==> src/rtl/result_uart_pkg.sv <==
// Shared types and line-level constants for the result UART transmitter.
// The optional parity stage is selected with RESULT_UART_TX_PARITY_EN.
package result_uart_pkg;

  localparam int unsigned DATA_W = 8;

  typedef enum logic [2:0] {
    IDLE   = 3'd0,
    START  = 3'd1,
    DATA   = 3'd2,
    PARITY = 3'd3,
    STOP   = 3'd4
  } tx_state_t;

  localparam logic TX_IDLE_LVL  = 1'b1;
  localparam logic TX_START_LVL = 1'b0;
  localparam logic TX_STOP_LVL  = 1'b1;

endpackage

==> src/rtl/result_uart_tx_fifo.sv <==
// Result buffer: power-of-two FIFO with registered occupancy count.
// A push while full is dropped; a pop while empty is ignored.
module result_fifo #(
  parameter int unsigned DEPTH = 4,
  parameter int unsigned WIDTH = 8
) (
  input  logic                     clk,
  input  logic                     rst_n,
  input  logic                     push,
  input  logic [WIDTH-1:0]         push_data,
  input  logic                     pop,
  output logic [WIDTH-1:0]         pop_data,
  output logic                     full,
  output logic                     empty,
  output logic [$clog2(DEPTH):0]   count
);

  localparam int unsigned PTR_W = $clog2(DEPTH);
  localparam int unsigned CNT_W = PTR_W + 1;

  logic [WIDTH-1:0] mem_q [DEPTH];
  logic [PTR_W-1:0] wr_ptr_q, wr_ptr_d;
  logic [PTR_W-1:0] rd_ptr_q, rd_ptr_d;
  logic [CNT_W-1:0] count_q, count_d;
  logic             do_push_c, do_pop_c;

  assign full      = (count_q == CNT_W'(DEPTH));
  assign empty     = (count_q == '0);
  assign count     = count_q;
  assign pop_data  = mem_q[rd_ptr_q];
  assign do_push_c = push && !full;
  assign do_pop_c  = pop && !empty;

  // Pointer and count update; pointers wrap naturally at the power-of-two depth.
  always_comb begin
    wr_ptr_d = wr_ptr_q;
    rd_ptr_d = rd_ptr_q;
    count_d  = count_q;
    if (do_push_c) wr_ptr_d = wr_ptr_q + PTR_W'(1);
    if (do_pop_c)  rd_ptr_d = rd_ptr_q + PTR_W'(1);
    case ({do_push_c, do_pop_c})
      2'b10:   count_d = count_q + CNT_W'(1);
      2'b01:   count_d = count_q - CNT_W'(1);
      default: count_d = count_q;
    endcase
  end

  // Control registers with synchronous active-low reset.
  always_ff @(posedge clk) begin
    if (!rst_n) begin
      wr_ptr_q <= '0;
      rd_ptr_q <= '0;
      count_q  <= '0;
    end else begin
      wr_ptr_q <= wr_ptr_d;
      rd_ptr_q <= rd_ptr_d;
      count_q  <= count_d;
    end
  end

  // Storage array; contents are don't-care until written.
  always_ff @(posedge clk) begin
    if (do_push_c) mem_q[wr_ptr_q] <= push_data;
  end

endmodule

==> src/rtl/result_uart_tx.sv <==
// Buffered 8-bit UART transmitter for result bytes (start, 8 data LSB first,
// optional even parity, stop). Parity stage enabled by RESULT_UART_TX_PARITY_EN.
module result_uart_tx
  import result_uart_pkg::*;
#(
  parameter int unsigned CLK_DIV    = 16,
  parameter int unsigned FIFO_DEPTH = 4
) (
  input  logic                           clk,
  input  logic                           rst_n,
  input  logic [7:0]                     in_data,
  input  logic                           in_valid,
  output logic                           in_ready,
  output logic                           tx,
  output logic                           busy,
  output logic [$clog2(FIFO_DEPTH):0]    fifo_count
);

  localparam int unsigned BAUD_W = 8;
  localparam logic [BAUD_W-1:0] BAUD_RELOAD = BAUD_W'(CLK_DIV - 1);

  tx_state_t          state_q, state_d;
  logic [BAUD_W-1:0]  baud_q, baud_d;
  logic [2:0]         bit_q, bit_d;
  logic [DATA_W-1:0]  shift_q, shift_d;
  logic               tx_q, tx_d;
  logic               busy_q, busy_d;
`ifdef RESULT_UART_TX_PARITY_EN
  logic               parity_q, parity_d;
`endif

  logic [DATA_W-1:0]  pop_data;
  logic               fifo_full, fifo_empty;
  logic               pop_c;
  logic               baud_done_c;

  assign pop_c       = (state_q == IDLE) && !fifo_empty;
  assign baud_done_c = (baud_q == '0);
  assign in_ready    = !fifo_full;
  assign tx          = tx_q;
  assign busy        = busy_q;

  result_fifo #(
    .DEPTH (FIFO_DEPTH),
    .WIDTH (DATA_W)
  ) u_fifo (
    .clk       (clk),
    .rst_n     (rst_n),
    .push      (in_valid),
    .push_data (in_data),
    .pop       (pop_c),
    .pop_data  (pop_data),
    .full      (fifo_full),
    .empty     (fifo_empty),
    .count     (fifo_count)
  );

  // State register plus baud/shift/line registers.
  always_ff @(posedge clk) begin
    if (!rst_n) begin
      state_q  <= IDLE;
      baud_q   <= '0;
      bit_q    <= '0;
      shift_q  <= '0;
      tx_q     <= TX_IDLE_LVL;
      busy_q   <= 1'b0;
`ifdef RESULT_UART_TX_PARITY_EN
      parity_q <= 1'b0;
`endif
    end else begin
      state_q  <= state_d;
      baud_q   <= baud_d;
      bit_q    <= bit_d;
      shift_q  <= shift_d;
      tx_q     <= tx_d;
      busy_q   <= busy_d;
`ifdef RESULT_UART_TX_PARITY_EN
      parity_q <= parity_d;
`endif
    end
  end

  // Next-state: advance when the baud counter expires.
  always_comb begin
    state_d = state_q;
    case (state_q)
      IDLE:   if (!fifo_empty) state_d = START;
      START:  if (baud_done_c) state_d = DATA;
`ifdef RESULT_UART_TX_PARITY_EN
      DATA:   if (baud_done_c && (bit_q == 3'd7)) state_d = PARITY;
      PARITY: if (baud_done_c) state_d = STOP;
`else
      DATA:   if (baud_done_c && (bit_q == 3'd7)) state_d = STOP;
`endif
      STOP:   if (baud_done_c) state_d = IDLE;
      default: state_d = IDLE;
    endcase
  end

  // Datapath/output: registered line level follows the state entered on each edge.
  always_comb begin
    baud_d   = baud_q;
    bit_d    = bit_q;
    shift_d  = shift_q;
    tx_d     = tx_q;
    busy_d   = busy_q;
`ifdef RESULT_UART_TX_PARITY_EN
    parity_d = parity_q;
`endif
    case (state_q)
      IDLE: begin
        tx_d   = TX_IDLE_LVL;
        busy_d = 1'b0;
        if (!fifo_empty) begin
          shift_d  = pop_data;
          baud_d   = BAUD_RELOAD;
          bit_d    = 3'd0;
          tx_d     = TX_START_LVL;
          busy_d   = 1'b1;
`ifdef RESULT_UART_TX_PARITY_EN
          parity_d = ^pop_data;
`endif
        end
      end
      START: begin
        if (baud_done_c) begin
          baud_d = BAUD_RELOAD;
          tx_d   = shift_q[0];
        end else begin
          baud_d = baud_q - BAUD_W'(1);
        end
      end
      DATA: begin
        if (baud_done_c) begin
          baud_d  = BAUD_RELOAD;
          shift_d = shift_q >> 1;
          if (bit_q == 3'd7) begin
`ifdef RESULT_UART_TX_PARITY_EN
            tx_d = parity_q;
`else
            tx_d = TX_STOP_LVL;
`endif
          end else begin
            bit_d = bit_q + 3'd1;
            tx_d  = shift_q[1];
          end
        end else begin
          baud_d = baud_q - BAUD_W'(1);
        end
      end
`ifdef RESULT_UART_TX_PARITY_EN
      PARITY: begin
        if (baud_done_c) begin
          baud_d = BAUD_RELOAD;
          tx_d   = TX_STOP_LVL;
        end else begin
          baud_d = baud_q - BAUD_W'(1);
        end
      end
`endif
      STOP: begin
        if (baud_done_c) begin
          baud_d = '0;
          tx_d   = TX_IDLE_LVL;
          busy_d = 1'b0;
        end else begin
          baud_d = baud_q - BAUD_W'(1);
        end
      end
      default: begin
        baud_d = '0;
        tx_d   = TX_IDLE_LVL;
        busy_d = 1'b0;
      end
    endcase
  end

endmodule

==> config.mk <==
export PLATFORM = sky130hd
export DESIGN_NAME = result_uart_tx
export DESIGN_NICKNAME = d
export VERILOG_FILES = /design/src/rtl/result_uart_pkg.sv /design/src/rtl/result_uart_tx_fifo.sv /design/src/rtl/result_uart_tx.sv
export SDC_FILE = /design/constraint.sdc
export NUM_CORES = 1
export LEC_CHECK = 0
export CAP_MARGIN = 20
export CORE_UTILIZATION = 40
export CTS_BUF_LIST = sky130_fd_sc_hd__clkbuf_4 sky130_fd_sc_hd__clkbuf_8
export DETAILED_ROUTE_END_ITERATION = 7
export PLACE_DENSITY = 0.65
export REMOVE_ABC_BUFFERS = 1
export SYNTH_ARGS = -nofsm -noshare
export SYNTH_HDL_FRONTEND = slang
export SYNTH_HIERARCHICAL = 1
export SYNTH_SLANG_ARGS = --single-unit
==> constraint.sdc <==
create_clock -name clk -period 2.65 [get_ports clk]
set_input_delay 0.3975 -clock clk [delete_from_list [all_inputs] [get_ports clk]]
set_output_delay 0.3975 -clock clk [all_outputs]
set_load 0.1 [all_outputs]
**Word-level counts from Yosys, hierarchy flattened**

Memories as Yosys holds them, arrays and structs flattened. A register that Yosys moved wholly into a read port is not among the register bits.
Index checks and enable logic that the tools add are counted.
Widths: inputs -> output; s select.

- Equality and inequality tests: 13
- Mux-type cells: 30
- Reduce and logical (&&, ||, !) cells: 17
- Bitwise logic cells: 1
- Add/subtract/negate cells: 6

Operators with widths:

| kind | count |
|---|---|
| $mux 8 | 5 |
| $pmux 8 s3 | 1 |
| $mux 3 | 7 |
| $pmux 8 s2 | 1 |
| $ne 2x2->1 const B | 6 |
| $pmux 3 s2 | 2 |
| $pmux 3 s4 | 1 |
| $eq 3x3->1 const B | 3 |
| $mux 1 | 9 |
| $logic_not 8->1 | 1 |
| $reduce_and 4->1 | 2 |
| $sub 8x1->8 const B | 1 |
| $add 3x1->3 const B | 2 |
| $logic_not 3->1 | 2 |
| $reduce_and 3->1 | 2 |
| $add 2x1->2 const B | 2 |
| $logic_and 1x1->1 | 4 |
| $mux 2 | 2 |
| $pmux 1 s4 | 1 |
| $reduce_bool 2->1 | 2 |
| $eq 3x1->1 const B | 1 |
| $eq 3x2->1 const B | 1 |
| $pmux 1 s3 | 1 |
| $sub 3x1->3 const B | 1 |
| 6 further kinds | 7 |

- Output and inout bits: 6
- Memories kept: 1
- Logic and storage cells: 77
- Memory bits (writable): 32
- Bits of input ports: 11
- Flip-flop bits (word level): 31

Memories:

| name | depth | width | read ports | clocked after memory_dff | wr ports | RTL line | RTL |
|---|---|---|---|---|---|---|---|
| u_fifo.mem_q | 4 | 8 | 1 | 1 | 1 | result_uart_tx_fifo.sv:21 | `logic [WIDTH-1:0] mem_q [DEPTH];` |

**Depth between registers and ports, before layout**

Gate-level depths: netlist (run 1).

- Depth after elaboration: 6
- Gate-level depth with buffers: 10
- Mapped depth without buffers: 9

**Cells and area by module**

The synthesis (run 1) kept the hierarchy.

By module, submodules not included:

| module | cells each | instances | area each (sq um) |
|---|---|---|---|
| result_fifo | 96 | 1 | 1644.1 |
| result_uart_tx | 169 | 1 | 1437.6 |

**Worst setup path before layout (run 1)**

No wires, ideal clock.

- Path type: reg2reg
- From: register u_fifo.count_q[0], in the netlist u_fifo/count[0]
- To: register u_fifo.count_q[2], in the netlist u_fifo/count[2]
- Setup slack: -0.409 ns
- Cell stages (with the launch flop): 10
- Arrival: 2.989 ns
- Path buffers: 0
- Setup time: 0.070 ns
- Data required time: 2.580 ns
- Cell sequence: dfxtp_1 -> nor3_2 -> nor4_2 -> nor2b_1 -> ha_1 -> inv_1 -> fa_1 -> xor2_1 -> or3_1 -> a21boi_1

- Longest elaborated chain between the ends: 6
- Elaborated cells between the ends (all ways): 13
- Classes of those cells: add/sub: 2; eq/ne: 3; mux: 1; reduce/logical: 7

Ends and longest elaborated chain:

| what | RTL line | RTL |
|---|---|---|
| from (decl) | result_uart_tx_fifo.sv:24 | `logic [CNT_W-1:0] count_q, count_d;` |
| from (signal assigned) | result_uart_tx_fifo.sv:57 | `count_q <= count_d;` |
| $logic_not 3->1 * | result_uart_tx_fifo.sv:28 | `assign empty = (count_q == '0);` |
| named net fifo_empty | result_uart_tx.sv:33 | `logic fifo_full, fifo_empty;` |
| $logic_not 1->1 * | result_uart_tx_fifo.sv:32, result_uart_tx.sv:37 |  |
| $logic_and 1x1->1 | result_uart_tx.sv:37 | `assign pop_c = (state_q == IDLE) && !fifo_empty;` |
| $logic_and 1x1->1 * | result_uart_tx_fifo.sv:32 | `assign do_pop_c = pop && !empty;` |
| named net u_fifo.do_pop_c | result_uart_tx_fifo.sv:25 | `logic do_push_c, do_pop_c;` |
| $eq 2x1->1 or $eq 2x2->1 (tied branches) | result_uart_tx_fifo.sv:41 | `case ({do_push_c, do_pop_c})` |
| $pmux 3 s2 or $reduce_bool 2->1 (tied branches) | -- |  |

The timed path passes the listed nets; every way through them passes the cells marked *.
A chain may end at the register's enable or synchronous reset.

**Worst setup path after layout (run 1)**

Ends and elaborated chain as after synthesis.

==> Implementation_results.wiki, run 1 <==
{| class="wikitable"
! Metric !! Value
|-
| Headroom to the max-slew limit || 60.76%
|-
| Largest net degree at the start of global routing || 18
|-
| Met2 demand-to-capacity share in global routing || roughly a quarter
|-
| Worst skew pair latency || 0.35 ns
|-
| Area delta synth->final || 16.00%
|-
| Share of synthesized flip-flops with an asynchronous set or reset || 0%
|-
| Max-cap check violation count || 0
|-
| Prevailing post-synth register cell || dfxtp_1
|-
| Reported leakage power || 1.309 nW
|-
| Hold crit path type || register to register
|-
| Quantity of I/O buffers inserted on ports || 16
|-
| Number of instances in the synthesized netlist || 265
|-
| Share of power burned in combinational logic || 41.7%
|-
| Type of destination of the critical path || register
|-
| Average routed wire per standard cell || 14.27 um
|-
| Number of setup violations in the final report || 0
|-
| # diodes || 0
|-
| Overall fraction of global-route tracks in use || 15.46%
|-
| Proportion of power drawn by flip-flops and latches || a little over a third
|-
| Warnings from Yosys || 6
|-
| Vias || approximately 2,100
|-
| Post-Place Worst Slack || 0.3716 ns
|-
| Antenna violations before repair || 0
|-
| PnR worst setup slack || 0.3581 ns
|-
| Transition at the pin with the smallest max-transition slack || roughly 0.58 ns
|-
| CP startpoint kind || register
|-
| Postcts setup bufs || 0
|-
| RSZ-0062 raised after global routing || no
|-
| Synthesized area per cell || between 10 and 15 um^2
|-
| CTS Hold Buffers Added || 0
|-
| GPL Wtd Cong || around 0.76
|-
| # resized after CTS || 0
|-
| Net Sw Power || 0.001596 W
|-
| Internal reg-to-reg setup slack || around 0.36 ns
|-
| Hpwl dp || slightly below 4000 um
|-
| Area of the mapped netlist || 3082 um^2
|-
| Number of flops mapped to enable cells by yosys || 32
|-
| Outcome || finished clean
|-
| Post-route antenna net violation count || 0
|-
| Critical-path maximum fanout || 5
|-
| Count of unique library cells instantiated by Yosys || 58
|-
| Register clock-pin slew on the reported worst setup and hold paths || 0.07 ns
|-
| Met1 GRT Util || between 20% and 30%
|-
| GR Util met3 || 3.130%
|-
| Initial core utilization || between 40% and 50%
|-
| Die area || 8060 um^2
|-
| Total detailed-routing wirelength || around 5600 um
|-
| Number of global-route vias before repair || 1,966
|-
| Final Cycle Share || between 80% and 90%
|-
| Residual overflow from global routing || 0
|-
| WP data arrival || about 2.6 ns
|-
| Total power divided by cell area || around 1100 nW/um^2
|-
| Detailed-route DRC error count || 0
|-
| Largest vdd supply drop || 0.6427 mV
|-
| Time the final worst path needs with I/O delays and setup || 2.292 ns
|-
| Site Rows || 31
|-
| Busiest grt layer || met2
|-
| Register area share after synthesis || 52.62%
|-
| Width of the die || approximately 90 um
|-
| Final Hold Vio Count || 0
|-
| Category of the most critical setup path || register to register
|-
| Util after Layout || between 40% and 50%
|-
| CTS Sinks || 65
|-
| Part of the power in the clock network || 22.2%
|-
| Root buf cell || clkbuf_8
|-
| Number of detailed-route iterations in the first pass || 4
|-
| Data required time of the worst path || 2.93 ns
|-
| Post-synthesis register bit count || 65
|-
| Vias per cell || 5.335
|-
| Final slew viol count || 0
|-
| Cts bufs inserted || 9
|-
| Global-route wire length before repair || around 10000 um
|-
| H-tree lvl count || 3
|-
| Setup Skew || 0.01095 ns
|-
| NumNets Final || just over 300
|-
| Internal power contribution || around 0.0024 W
|-
| 1st-iter DRT viols || 192
|-
| Highest clock rate || 0.4363 GHz
|-
| TritonCTS clock tree || done
|-
| Switching portion of total power || 40.20%
|-
| Buffer depth of the longest clock path || 2
|-
| Layout cells sized above 1 || 18.98%
|-
| Floorplan Core Area || 7331 um^2
|-
| Die height || 89.78 um
|-
| Number of I/O pins || 17
|}
## final timing paths
kind	startpoint	end	cells past startpoint
setup / recovery	u_fifo/count[0]	u_fifo/count[2]	9
hold / removal	u_fifo/rd_ptr_q[1]	u_fifo/rd_ptr_q[1]	2
setup reg to reg	u_fifo/count[0]	u_fifo/count[2]	9
hold reg to reg	u_fifo/rd_ptr_q[1]	u_fifo/rd_ptr_q[1]	2
## power groups by stage
stage | clock network [W] | registers (W) | logic [W]
floorplan | 0 | 0.00163 | 0.00103
global placement | 0 | 0.00145 | 0.00165
detailed placement | 0 | 0.00146 | 0.00166
CTS | 0.000902 | 0.00144 | 0.00167
global route | 0.000938 | 0.00147 | 0.00184
finish | 0.000881 | 0.00143 | 0.00166
## cell usage after synthesis (all sizes together) (4+ instances only)
| master | count | share of area (%) |
|---|---|---|
| ha | 9 | 3.7 |
| mux4 | 8 | 5.8 |
| a31oi | 4 | 0.81 |
| nand2 | 22 | 2.7 |
| nor2 | 17 | 2.1 |
| or4 | 4 | 0.97 |
| nor4 | 4 | 1.0 |
| edfxtp | 32 | 31 |
| inv | 14 | 1.7 |
| clkbuf | 4 | 0.49 |
| o21ai | 15 | 2.4 |
| dfxtp | 33 | 21 |
| a21oi | 12 | 2.1 |
| mux2i | 8 | 2.6 |
| and2 | 7 | 1.4 |
| buf | 9 | 1.7 |
| nor3 | 6 | 1.3 |
| a211oi | 6 | 1.5 |
## layer usage
metal | vias to the layer above | wire (um)
li1 | 1051 | -
met1 | 991 | 2739
met2 | 50 | 2487
met3 | 10 | 271
met4 | 0 | 125
met5 | - | 0
## final cells by class
type | count | area [um^2]
clock buffers | 9 | 123.9
clock inverters | 7 | 85.08
fillers | 639 | 3756
inverters | 15 | 56.30
multi-input cells | 172 | 1336
flip-flops and latches | 65 | 1622
well taps | 99 | 123.9
repair buffers | 27 | 227.7
## cells by family (layout without fill, tap and decap cells)
logic type      count (synthesis)  count (layout)  synth area share, %
compound gates                 58              58                13.19
buf+inv                        28              58                4.019
fa+ha+maj                      10              10                4.304
mux                            16              16                8.445
simple gates                   84              84                16.28
xor+xnor                        4               4                1.137
flops                          65              65                52.62
## metrics by stage
stage / setup TNS, ns / instance area (um^2) / cells / hold slack (ns) / total power, W
floorplan: -0.5928 / 3014 / 252 / 0.4548 / 0.002651
global placement: 0 / 3366 / 378 / 0.4750 / 0.003101
detailed placement: 0 / 3366 / 378 / 0.4807 / 0.003115
CTS: 0 / 3575 / 394 / 0.4912 / 0.004004
global route: 0 / 3575 / 394 / 0.5160 / 0.004244
finish: 0 / 3575 / 394 / 0.4854 / 0.003971
## state kept, by name, summed over array words and instances (netlist names), 2 cells and up, named ones only
signal / flops
u_fifo/count: 3
u_fifo/mem_q: 32
u_fifo/wr_ptr_q: 2
shift_q: 8
baud_q: 8
bit_q: 3
state_q: 3
u_fifo/rd_ptr_q: 2
## critical path, cell delays in order, from the launching register on
cell	delay, ns
dfxtp_1	0.45
nor3_2	0.09
nor4_2	0.17
nor2b_1	0.26
ha_1	0.22
inv_1	0.06
fa_1	0.38
xor2_1	0.16
or3_1	0.31
a21boi_1	0.14
## cell usage in the layout (no fill, tap or decap), types with 2 or more instances in the layout
master and instances:
o211ai_1 2, nand4_1 3, ha_1 9, nor3b_2 2, or3_1 3, nor4_1 3
a21boi_1 2, mux4_2 8, or4_1 4, o21a_1 2, nor2_1 17, mux2i_1 8
a211oi_1 6, nand2_1 22, o221a_1 3, a311oi_1 2, clkdlybuf4s50_1 10, inv_1 12
nand3_1 3, nor3_2 2, xor2_1 3, nor2b_1 2, o21ai_0 8, a21oi_1 11
inv_2 2, a31oi_1 4, dfxtp_1 33, and2_1 7, inv_6 3, clkinv_4 2
nor4b_2 2, edfxtp_1 32, nor3_1 4, buf_4 17, o21ai_1 7, clkbuf_8 9
(Power assumes the default switching activity.)
==> run 2, diff against run 1 <==
ABC_CLOCK_PERIOD_IN_PS = 2650   (was default)
==> results of run 2 <==
No change in the layout: final DEF, timing and power equal those of run 1.
